===== src/rtl/disk_point_buffer.sv =====
// Prefetching point FIFO between the disk sequence generator and its consumer.
// Keeps at most one generator request in flight and presents points over ready/valid.
`timescale 1ns/1ps
module disk_point_buffer #(
  parameter int DEPTH  = 8,
  parameter int ADDR_W = 3,
  parameter int DATA_W = 32
) (
  input  logic              clk,
  input  logic              rst_n,
  input  logic              enable,
  input  logic              flush,
  output logic              gen_pop,
  input  logic [DATA_W-1:0] gen_x,
  input  logic [DATA_W-1:0] gen_y,
  input  logic              gen_valid,
  output logic [DATA_W-1:0] out_x,
  output logic [DATA_W-1:0] out_y,
  output logic              out_valid,
  input  logic              out_ready,
  output logic [ADDR_W:0]   level,
  output logic [31:0]       delivered,
  output logic              overrun
);

  typedef enum logic [1:0] {
    REQ_IDLE    = 2'd0,
    REQ_WAIT    = 2'd1,
    REQ_DISCARD = 2'd2
  } req_state_t;

  localparam logic [ADDR_W:0] LP_DEPTH = (ADDR_W+1)'(DEPTH);

  req_state_t              r_state;
  req_state_t              w_state_nxt;
  logic [2*DATA_W-1:0]     r_mem [DEPTH];
  logic [ADDR_W-1:0]       r_wr_ptr;
  logic [ADDR_W-1:0]       r_rd_ptr;
  logic [ADDR_W-1:0]       w_wr_ptr_nxt;
  logic [ADDR_W-1:0]       w_rd_ptr_nxt;
  logic [ADDR_W:0]         r_level;
  logic [ADDR_W:0]         w_level_nxt;
  logic [DATA_W-1:0]       r_out_x;
  logic [DATA_W-1:0]       r_out_y;
  logic [2*DATA_W-1:0]     w_head;
  logic [31:0]             r_delivered;
  logic                    r_overrun;
  logic                    r_gen_pop;
  logic                    w_issue;
  logic                    w_wr;
  logic                    w_rd;
  logic                    w_spurious;

  // Request FSM state register
  always_ff @(posedge clk or negedge rst_n) begin
    if (!rst_n) begin
      r_state <= REQ_IDLE;
    end else begin
      r_state <= w_state_nxt;
    end
  end

  // Request FSM next-state logic
  always_comb begin
    w_state_nxt = r_state;
    case (r_state)
      REQ_IDLE:    w_state_nxt = w_issue ? REQ_WAIT : REQ_IDLE;
      REQ_WAIT: begin
        if (gen_valid) begin
          w_state_nxt = REQ_IDLE;
        end else if (flush) begin
          w_state_nxt = REQ_DISCARD;
        end else begin
          w_state_nxt = REQ_WAIT;
        end
      end
      REQ_DISCARD: w_state_nxt = gen_valid ? REQ_IDLE : REQ_DISCARD;
      default:     w_state_nxt = REQ_IDLE;
    endcase
  end

  // Request FSM outputs; a read on this edge frees a slot so a full FIFO can re-request at once
  always_comb begin
    w_issue    = 1'b0;
    w_wr       = 1'b0;
    w_spurious = 1'b0;
    w_rd       = (r_level != '0) && out_ready && !flush;
    case (r_state)
      REQ_IDLE: begin
        w_issue    = enable && !flush && ((r_level < LP_DEPTH) || w_rd);
        w_spurious = gen_valid;
      end
      REQ_WAIT:    w_wr = gen_valid && !flush;
      REQ_DISCARD: w_wr = 1'b0;
      default:     w_wr = 1'b0;
    endcase
  end

  // Pointer, occupancy and head-of-queue next values; bypass when the new point becomes the head
  always_comb begin
    w_wr_ptr_nxt = r_wr_ptr;
    w_rd_ptr_nxt = r_rd_ptr;
    w_level_nxt  = r_level;
    if (flush) begin
      w_wr_ptr_nxt = '0;
      w_rd_ptr_nxt = '0;
      w_level_nxt  = '0;
    end else begin
      w_wr_ptr_nxt = w_wr ? r_wr_ptr + ADDR_W'(1) : r_wr_ptr;
      w_rd_ptr_nxt = w_rd ? r_rd_ptr + ADDR_W'(1) : r_rd_ptr;
      case ({w_wr, w_rd})
        2'b10:   w_level_nxt = r_level + (ADDR_W+1)'(1);
        2'b01:   w_level_nxt = r_level - (ADDR_W+1)'(1);
        default: w_level_nxt = r_level;
      endcase
    end
    if (w_wr && (r_wr_ptr == w_rd_ptr_nxt)) begin
      w_head = {gen_x, gen_y};
    end else begin
      w_head = r_mem[w_rd_ptr_nxt];
    end
  end

  // FIFO storage
  always_ff @(posedge clk) begin
    if (w_wr) begin
      r_mem[r_wr_ptr] <= {gen_x, gen_y};
    end
  end

  // Pointers, counters, flags and registered outputs
  always_ff @(posedge clk or negedge rst_n) begin
    if (!rst_n) begin
      r_wr_ptr    <= '0;
      r_rd_ptr    <= '0;
      r_level     <= '0;
      r_out_x     <= '0;
      r_out_y     <= '0;
      r_delivered <= 32'd0;
      r_overrun   <= 1'b0;
      r_gen_pop   <= 1'b0;
    end else begin
      r_wr_ptr  <= w_wr_ptr_nxt;
      r_rd_ptr  <= w_rd_ptr_nxt;
      r_level   <= w_level_nxt;
      r_out_x   <= w_head[2*DATA_W-1:DATA_W];
      r_out_y   <= w_head[DATA_W-1:0];
      r_gen_pop <= w_issue;
      if (w_rd) begin
        r_delivered <= r_delivered + 32'd1;
      end
      if (w_spurious) begin
        r_overrun <= 1'b1;
      end
    end
  end

  assign gen_pop   = r_gen_pop;
  assign out_x     = r_out_x;
  assign out_y     = r_out_y;
  assign out_valid = (r_level != '0);
  assign level     = r_level;
  assign delivered = r_delivered;
  assign overrun   = r_overrun;

endmodule


===== config.mk =====
export PLATFORM = sky130hd
export DESIGN_NAME = disk_point_buffer
export DESIGN_NICKNAME = d
export VERILOG_FILES = /design/src/rtl/disk_point_buffer.sv
export SDC_FILE = /design/constraint.sdc
export NUM_CORES = 1
export LEC_CHECK = 0
export CORE_ASPECT_RATIO = 0.75
export CORE_MARGIN = 3
export CORE_UTILIZATION = 35
export DETAILED_ROUTE_END_ITERATION = 10
export GPL_TIMING_DRIVEN = 1
export PLACE_DENSITY = 0.53
export SLEW_MARGIN = 20
export SYNTH_ARGS = -nofsm -noshare
export SYNTH_HDL_FRONTEND = slang
export SYNTH_SLANG_ARGS = --single-unit

===== constraint.sdc =====
create_clock -name clk -period 14.3 [get_ports clk]
set_input_delay 1.43 -clock clk [delete_from_list [all_inputs] [get_ports clk]]
set_output_delay 1.43 -clock clk [all_outputs]
set_load 0.01 [all_outputs]

==> impl_metrics.tcl <==
set metrics [dict create \
    critPathKind "in2reg" \
    final_common_cell "edfxtp_1" \
    postCtsSetupRepairBufs 0 \
    stdcell_area_sq_um 29700 \
    drtIter0Drc 873 \
    drtPass1Iterations 7 \
    fp.dieW_um 314 \
    setup-violations-final 0 \
    wirelength_um 57900 \
    clock_latency_ns 0.64 \
    synth.distinct_cells 55 \
    slew-limit-headroom 0.241 \
    final_cell_mix "512 x edfxtp_1, 257 x mux2i_1, 170 x clkdlybuf4s50_1" \
    fin_crit_sh 0.377 \
    maxSlewViolCount 0 \
    antenna_found_initial 4 \
    cp.arrival_ns 5.92 \
    grt_pass1_wl_um 86800 \
    grt_pass1_vias 13299 \
    place_hpwl_um 29800 \
    final_cells 2583 \
    drc 0 \
    yosys_register_bits 622 \
    final-hold-violation-count 0 \
    clockBufferDepth 3 \
    skew_ns 0.0418 \
    seq_area_sq_um 18100 \
    dpl_cell_area_sq_um 27700 \
    cts-resized-gates 0 \
    drive_gt1_frac 0.158 \
    wl_per_cell_um 22.4 \
    synth_edf_count 512 \
    dp_cells 2468 \
    diodes 0 \
    worstMarginPinSlew_ns 1.14 \
    die_h_um 237 \
    max_cap_viol_count 0 \
    clock-root-buffer "clkbuf_16" \
    vdd_drop_max_mv 0.241 \
    fp-row-count 84 \
    syn_nets 1485 \
    p_leak_nw 10.4 \
    h-tree-depth 2 \
    grt_remaining_overflow 0 \
    synthCells 1410 \
    clock-sinks 622 \
    num_vias 13028 \
    synth_async_sr_flop_share 0.177 \
    cp_top_family "buffers and inverters" \
    critPathSlowestCell "buf_4" \
    multi_input_area_sq_um 6480 \
    path_cells "clkdlybuf4s50_1 -> o41a_1 -> mux2i_1 -> or2_4 -> buf_4 -> inv_4 -> xnor2_4 -> nand3_4 -> buf_4 -> mux2_2" \
    cts_buffers 60 \
    max_freq_mhz 185 \
    grt_max_degree 163 \
    cp-start-kind "input pin" \
    setup_slack_ns 8.91 \
    syn_area_per_cell_sq_um 17.7 \
    initial_core_util 0.355 \
    dieArea_sq_um 74600 \
    fin_tns_setup_ns 0 \
    cp_max_fo 64 \
    outcome "finished clean" \
    avgViaCountPerCell 5.04 \
    crit_path_frequent_cell "buf_4" \
    fillers 6241 \
    crit_required_ns 14.83 \
    grt_setup_unrepaired "false" \
    cp-end-kind "flop" \
    critPathMaxStageDelay_ns 0.78 \
    areaGrowthSynthToFinish_pct 18.7 \
    min_period_ns 5.39 \
    routabilityCongestion 0.716 \
    place_ws_ns 8.17 \
    synth_area_sq_um 25000 \
    yosysWarningCount 0 \
    powerDensity_nw_per_um2 161 \
    track_usage 0.153 \
    path_clk_slew_ns 0.06 \
    hold_class "reg2reg" \
    port_buffers 172 \
    core_area_sq_um 70400 \
    cts_tree "yes" \
    final_nets 1660 \
    crit_buf_inv 4 \
    hold_buffers 0 \
    synth_seq_area_share 0.726 \
    ys.flop_type "edfxtp_1" \
    io-pin-count 173 \
    ant_nets 0 \
]
## report_power, final
group / switching, W / internal [W]
Sequential: 0.0000765 / 0.00207
Clock: 0.000675 / 0.000832
Combinational: 0.000555 / 0.000573
Total: 0.00131 / 0.00348
## stage by stage
stage / total power [W] / hold slack, ns / util
after floorplan: 0.00287 / 0.493 / -
after global placement: 0.00332 / 0.441 / 0.394
after detailed placement: 0.00332 / 0.450 / 0.394
after CTS: 0.00485 / 0.461 / 0.421
after global routing: 0.00500 / 0.469 / 0.421
final: 0.00478 / 0.460 / 0.421
## cell families after synthesis
family	count (synthesis)	synth area share
compound gates	152	0.0553
mux	325	0.143
buf+inv	88	0.0190
flops	622	0.726
simple gates	180	0.0404
fa+ha+maj	5	0.00250
xor+xnor	38	0.0144
## worst paths after layout
check                       endpoint  slack, ns  cells after the start       from
min in group asynchronous  out_x[29]       0.84                      1      rst_n
max in group asynchronous   out_x[2]      12.21                      2      rst_n
max                         out_y[2]       8.91                     10  out_ready
min reg2reg                  overrun       0.46                      1    overrun
max reg2reg                 out_y[2]       9.77                      9   level[1]
min                          overrun       0.46                      1    overrun
## Yosys cell counts (all sizes together) (2+ instances only)
cell | n | area share
a31oi | 3 | 0.00075
nor2b | 2 | 0.00050
clkbuf | 37 | 0.0056
and2 | 3 | 0.00075
nand3b | 2 | 0.00060
mux2 | 68 | 0.040
dfrtp | 110 | 0.11
or2 | 64 | 0.016
nor2 | 23 | 0.0035
nor3 | 10 | 0.0022
inv | 6 | 0.0010
o21ai | 3 | 0.00060
nor3b | 2 | 0.00060
nand3 | 16 | 0.0037
edfxtp | 512 | 0.62
a221o | 65 | 0.026
buf | 45 | 0.012
a21oi | 3 | 0.00060
nand4 | 6 | 0.0015
o221ai | 63 | 0.022
nand2 | 28 | 0.0042
o22ai | 2 | 0.00050
nor4 | 3 | 0.0010
and3 | 10 | 0.0025
ha | 5 | 0.0025
nand2b | 5 | 0.0013
o21a | 2 | 0.00060
o21bai | 3 | 0.00090
and4 | 3 | 0.0011
xnor2 | 28 | 0.011
xor2 | 10 | 0.0035
mux2i | 257 | 0.10
## registers in the layout (all words and copies together) (netlist names)
register   cells
r_mem        512
delivered     32
out_x         32
out_y         32
level          4
r_rd_ptr       3
r_wr_ptr       3
r_state        2
gen_pop        1
overrun        1
## final cells by class
class / instances / area share
clock buffer: 91 / 0.0580
clock inverter: 23 / 0.00557
inverter: 6 / 0.000844
multi-input combinational: 700 / 0.218
sequential: 622 / 0.611
tap: 946 / 0.0399
timing repair buffer: 195 / 0.0661
## metal layers
metal  global-route usage  wire [um]
met5                    0         29
met4               0.0359        990
met3               0.0245       2590
met2                0.232      25700
met1                0.231      28500
Note: power is estimated with default switching activity, not from simulation.
